--- src/rtl/mac_result_bcd_converter.sv ---
// Sequential shift-and-add-3 binary-to-BCD converter for the MAC result.
// Shifts one bit per clock; the last result is held stable for the HEX displays.
module mac_result_bcd_converter #(
    parameter int BIN_W  = 17,
    parameter int DIGITS = 6
) (
    input  logic                  clk,
    input  logic                  rst_n,
    input  logic                  start,
    input  logic [BIN_W-1:0]      bin_in,
    output logic                  busy,
    output logic                  done,
    output logic [4*DIGITS-1:0]   bcd_out,
    output logic                  overflow
);

    localparam int CW = $clog2(BIN_W + 1);

    typedef enum logic {IDLE, SHIFT} state_t;

    state_t              state, state_nx;
    logic [BIN_W-1:0]    bin_sr, bin_nx;
    logic [4*DIGITS-1:0] scratch, scratch_nx, adj, shifted, bcd_nx;
    logic                ovf_scr, ovf_scr_nx, ovf_nx, done_nx;
    logic [CW-1:0]       count, count_nx;

    // Add 3 to every digit >= 5, then shift the binary MSB into digit 0.
    always_comb begin
        adj = scratch;
        for (int unsigned i = 0; i < DIGITS; i++) begin
            if (scratch[4*i +: 4] >= 4'd5)
                adj[4*i +: 4] = scratch[4*i +: 4] + 4'd3;
        end
        shifted = {adj[4*DIGITS-2:0], bin_sr[BIN_W-1]};
    end

    always_comb begin
        state_nx   = state;
        bin_nx     = bin_sr;
        scratch_nx = scratch;
        ovf_scr_nx = ovf_scr;
        count_nx   = count;
        done_nx    = 1'b0;
        bcd_nx     = bcd_out;
        ovf_nx     = overflow;
        case (state)
            IDLE: begin
                if (start) begin
                    bin_nx     = bin_in;
                    scratch_nx = '0;
                    ovf_scr_nx = 1'b0;
                    count_nx   = CW'(BIN_W);
                    state_nx   = SHIFT;
                end
            end
            SHIFT: begin
                bin_nx     = bin_sr << 1;
                scratch_nx = shifted;
                // A bit leaving the top digit means the value needs more digits.
                ovf_scr_nx = ovf_scr | adj[4*DIGITS-1];
                count_nx   = count - CW'(1);
                if (count == CW'(1)) begin
                    bcd_nx   = shifted;
                    ovf_nx   = ovf_scr_nx;
                    done_nx  = 1'b1;
                    state_nx = IDLE;
                end
            end
            default: state_nx = IDLE;
        endcase
    end

    always_ff @(posedge clk) begin
        if (!rst_n) begin
            state    <= IDLE;
            bin_sr   <= '0;
            scratch  <= '0;
            ovf_scr  <= 1'b0;
            count    <= '0;
            done     <= 1'b0;
            bcd_out  <= '0;
            overflow <= 1'b0;
        end else begin
            state    <= state_nx;
            bin_sr   <= bin_nx;
            scratch  <= scratch_nx;
            ovf_scr  <= ovf_scr_nx;
            count    <= count_nx;
            done     <= done_nx;
            bcd_out  <= bcd_nx;
            overflow <= ovf_nx;
        end
    end

    assign busy = (state == SHIFT);

endmodule

--- config.mk ---
export PLATFORM = sky130hd
export DESIGN_NAME = mac_result_bcd_converter
export DESIGN_NICKNAME = d
export VERILOG_FILES = /design/src/rtl/mac_result_bcd_converter.sv
export SDC_FILE = /design/constraint.sdc
export NUM_CORES = 1
export LEC_CHECK = 0
export ABC_AREA = 1
export CORE_MARGIN = 3
export CORE_UTILIZATION = 59
export DETAILED_ROUTE_END_ITERATION = 8
export PLACE_DENSITY = 0.93
export SYNTH_ARGS = -nofsm -noshare
export SYNTH_HDL_FRONTEND = slang
export SYNTH_SLANG_ARGS = --single-unit
--- constraint.sdc ---
create_clock -name clk -period 2.9 [get_ports clk]
set_input_delay 0.29 -clock clk [delete_from_list [all_inputs] [get_ports clk]]
set_output_delay 0.29 -clock clk [all_outputs]
set_load 0.005 [all_outputs]
* Yosys cells after proc, flatten, opt, wreduce, memory -nomap -nowiden
Index checks and enable logic that the tools add are counted.
** Storage, ports and cells
- Output and inout bits :: 27
- Flip-flop bits (word level) :: 74
** Operators by class
- Add/subtract/negate cells :: 7
- Mux-type cells :: 18
- Bitwise logic cells :: 2
- Reductions and logical operators :: 2
- Equal/unequal tests :: 2
- $lt $le $gt $ge :: 6
** Operators by type and width (count)
- case mux 24 bit (2 select lines) :: 1
- case mux 17 bit (2 select lines) :: 1
- adder 4 x 2 -> 4 bit, second input constant :: 6
- >= comparator 4 x 3 -> 1 bit, second input constant :: 6
- 2-to-1 mux 24 bit :: 1
- 2-to-1 mux 4 bit :: 6
- 2-to-1 mux 17 bit :: 1
- case mux 5 bit (2 select lines) :: 1
- equality test 5 x 1 -> 1 bit, second input constant :: 1
- 2-to-1 mux 5 bit :: 1
- subtractor 5 x 1 -> 5 bit, second input constant :: 1
- 2-to-1 mux 1 bit :: 4
- case mux 1 bit (2 select lines) :: 2
- AND reduction 2 bit :: 2
- != test 2 bit, second input constant :: 1
- inverter 1 bit :: 1
- OR 1 bit :: 1

* Logic depth before layout (Yosys ltp)
- Depth in word-level cells :: 4
- Depth in mapped cells :: 9
- Gate-level depth less buffers :: 9

* Worst setup path after synthesis
Ideal clock, no wire load.
- Path kind :: register -> register
- From :: register scratch[20]
- To :: register ovf_scr
- Setup time :: 65 ps
- Path buffers :: 0
- Stages on the path, launching flop included :: 9
- Clock period less this slack :: 1211 ps
- Slack :: 1689 ps
- Arrival time :: 1145 ps
- Data required time :: 2835 ps
- Path through :: dfxtp_1 > inv_1 > ha_1 > inv_1 > nand2_1 > nand2_1 > nand2_1 > o21ai_0 > nor2b_1
** Between the ends
- Word-level cells in the longest chain between the ends :: 4
- Elaborated cells between the ends (all ways) :: 5
** RTL lines
- start, declared :: line 23 : logic [4*DIGITS-1:0] scratch, scratch_nx, adj, shifted, bcd_nx;
- start signal, assigned :: line 86 : scratch <= scratch_nx;
- adder 4 x 2 -> 4 bit or >= comparator 4 x 3 -> 1 bit (tied branches) :: line 32, 31
- 2-to-1 mux 4 bit (*) :: line 31 : if (scratch[4*i +: 4] >= 4'd5)
- OR 1 bit (*) :: line 60 : ovf_scr_nx = ovf_scr | adj[4*DIGITS-1];
- case mux 1 bit (2 select lines) (*) :: line 46 : case (state)
- end signal, assigned :: line 87 : ovf_scr <= ovf_scr_nx;
- end, declared :: line 24 : logic ovf_scr, ovf_scr_nx, ovf_nx, done_nx;
Mark *: on every way between the ends. The rest lies on a longest branch, timed or not.
A chain may end at the register's enable or synchronous reset.

* Final worst setup path
- From :: register state, in the netlist busy
- To :: output port busy
** RTL lines
- start, declared :: line 21 : state_t state, state_nx;
- start signal, assigned :: line 84 : state <= state_nx;
- end, declared :: line 11 : output logic busy,
No word-level cell between the ends.

==> run summary <==
The flow ran to the end, and the final reports show no timing, DRC or antenna violations. Leakage power: 1.912 nW. The pre-antenna-repair detailed-routing pass consisted of 5 iterations.

Sequential fraction of the synthesis area: 42.87%. The aggregate negative setup slack is 0 ns, and the count of endpoints failing setup in the final report is 0. In this run the most critical hold path is launched from bcd_out[23]$_SDFFE_PN0P_.

The highest signal layer in the routed design was met4. The count of vias placed by the detailed router is 3271, and the number of warnings reported in the yosys synthesis log is 0. The per-cell routed wire length came out at 12.44 um. After detailed routing, the number of vias per cell comes to 5.371.

In the detailed route, the total length drawn on met2 is 3735 um. The clock-pin slew on the worst setup and hold paths was 0.07 ns. The number of synthesized register bits was 74; the number of CTS-inserted buffers was 9. Setup slack after layout: 1.011 ns. The number of buffers inserted for hold repair after clock tree synthesis is 0. The die extent in x is 82.54 um. For this run, design rule violations remaining after detail routing come to 0. The cell area after synthesis is 3456 um^2, and the largest buffer count on any clock path is 2. The vertical extent of the die was 82.54 um; the arrival time at the worst endpoint was 1.60 ns. Startpoint of the most critical setup path: busy$_SDFF_PN0_. Combinational logic is responsible for 8.0% of the overall power.

The clock sink total is 74, and the count of different cell masters after synthesis is 22. Global placer's final weighted congestion: 0.8679. The endpoint type of the worst setup path is an output pin. After clock tree synthesis, the repair step resized 0 gates. For the via count of the first global-routing pass, the log shows 3119. Fill cells in the final layout number 441. The number of antenna violations at the first check in global routing is 0, and the total I/O pin count is 47. Summing all multi-input logic gate instances after layout gives 1662 um^2. In this run the remaining antenna-violating nets after routing total 0. Entering global routing, the biggest net connects 37 pins.

Among all stages on the critical path, the largest delay is contributed by dfxtp_1. The final layout contains 566 nets. Timing analysis after detailed placement gives a worst setup slack of 0.9908 ns. The highest clock rate is 529.5 MHz. The area taken by flip-flops and latches came out at 1481 um^2. In this run the power spent charging and discharging nets is 0.4977 mW.

Input and output buffers added on the ports amount to 46. The worst path in the final design needs a cycle of 1.889 ns, including I/O delays and setup. STA puts the critical path data required time at 2.61 ns. Initial core utilization: 62.00%. The full die area is 6812 um^2. The delay of the slowest cell on the worst path was 0.64 ns.

The worst path uses 65.13% of the clock period. In this run the worst path has a maximum fanout of 14. Number of standard cells after synthesis: 490. Grouping stages by cell kind, the critical path spends the most delay in flip-flops.

The wire length after detailed routing was 7573 um. The cell at the root of the clock tree is clkbuf_8. For the pin with the worst max-slew slack, the measured transition is 0.5740 ns. Global routing finished with a remaining overflow of 0. The setup path with the least slack is of type reg2out. The tools report the violation count after the first detailed-routing iteration as 218. Traced cell by cell, the critical path runs through clkdlybuf4s50_1. Setup repair after global routing left no endpoint under its margin.

First-pass GRT wire length: 12790 um. At the later pin of the worst-skew pair, clock insertion delay measures 0.36 ns. Number of placement rows: 27. The mean instance size in the synthesized netlist is 7.053 um^2, and the highest ir drop seen on vdd is 0.4049 mV. For the sum of net half-perimeters after detailed placement, the log shows 5029 um. The final number of hold-violating endpoints is 0, and the core area is 5574 um^2. The run gives 0 as the antenna diode count. The length of routed wiring on met1 is 3107 um. The startpoint identified for the worst register-to-register timing path is busy$_SDFF_PN0_. The area growth from synthesis to layout is 18.97%. The count of buffering cells on the critical path with inverters included came out at 1.

TritonCTS built the clock tree. The number of pins exceeding their max-slew limit in the final report was 0. The logs give 61.64% for the relative slew slack and 51.9% for the sequential share of power.

The tool flagged a number of max-cap violations equal to 0. After detailed routing, the met3 layer carries 511 um of wire. The number of nets handed over by synthesis was 524. The switching share of power came out at 24.40%. Across every metal layer, demand over resource in global routing totals 24.28%.

After clock tree synthesis, the setup repair step added 0 buffers. The fraction of layout cells with a size suffix above 1 works out to 5.028%. The total power divided by cell area is 496.1 nW/um^2, and the part of the total power dissipated in the clock network is 40.1%. Clock skew on the completed layout was measured at 0.007950 ns. The library cell used most frequently in the layout, excluding fill and tap cells, is nand2_1.

Type of the tightest min-delay check: reg2reg. CTS built an H-tree with a depth of 3. Design internal power: 1.542 mW. STA classifies the critical path startpoint as a flop. Leaving out fill and tap cells, the most frequent cells in the layout are nand2_1, dfxtp_1, nand3_1.
## power by group through the flow
stage               Clock, mW  Sequential, mW  Combinational [mW]
finish                  0.818            1.06               0.164
global route            0.882            1.06               0.183
CTS                     0.831            1.06               0.163
detailed placement          0            1.08               0.160
global placement            0            1.08               0.155
floorplan                   0            1.07               0.120
## routing by layer
metal | up-vias | GRT usage (%)
met5 | - | 0
met4 | 0 | 16.50
met3 | 20 | 4.555
met2 | 140 | 43.27
met1 | 1457 | 25.74
li1 | 1654 | -
## cells in the mapped netlist, drive strengths merged
cell type	instances	area [um^2]
nor2	7	41.29
nand2	196	735.7
o21ai	11	55.05
nand4	11	68.82
nor2b	1	6.260
a21oi	42	210.2
buf	17	121.4
nand3	53	270.3
a22oi	10	75.07
clkbuf	2	7.510
or2	1	6.260
dfxtp	74	1481
nor3	1	10.01
o21a	1	7.510
inv	49	183.9
ha	14	175.2
## worst paths after layout
check                              to  slack, ns  depth (start not counted)
max                              busy       1.01                          1
min          bcd_out[23]$_SDFFE_PN0P_       0.45                          2
max reg2reg     count[1]$_SDFFE_PN0P_       1.21                          4
min reg2reg  bcd_out[23]$_SDFFE_PN0P_       0.45                          2
## registers in the layout, indices dropped and copies added, names as in the netlist
name      cells
bcd_out      24
done          1
busy          1
scratch      24
overflow      1
count         5
ovf_scr       1
bin_sr       17
## final cells by class
type                    instances  share of cell area (%)
flip-flops and latches         74                   36.03
clock inverters                 5                   1.278
clock buffers                  11                   3.682
multi-input cells             348                   40.41
repair buffers                 50                   11.93
inverters                      49                   4.474
well taps                      72                   2.191
## through the flow
stage          hold WS, ns  total power, mW  utilization (%)  std cells  cell area (um^2)
3_5_place_dp        0.4340            1.241            70.10        593              3908
6_report            0.4472            2.040            73.76        609              4111
3_3_place_gp        0.4282            1.235            70.10        593              3908
2_1_floorplan       0.4338            1.194                -        490              3456
5_1_grt             0.4684            2.127            73.76        609              4111
4_1_cts             0.4504            2.051            73.76        609              4111
## logic make-up (layout without fill, tap and decap cells)
kind of cell | count (synthesis) | in the layout | synth area share, %
fa+ha+maj | 14 | 14 | 5.069
simple gates | 270 | 270 | 32.95
buf+inv | 68 | 115 | 9.051
flops | 74 | 74 | 42.87
compound gates | 64 | 64 | 10.07
(Power assumes the default switching activity.)
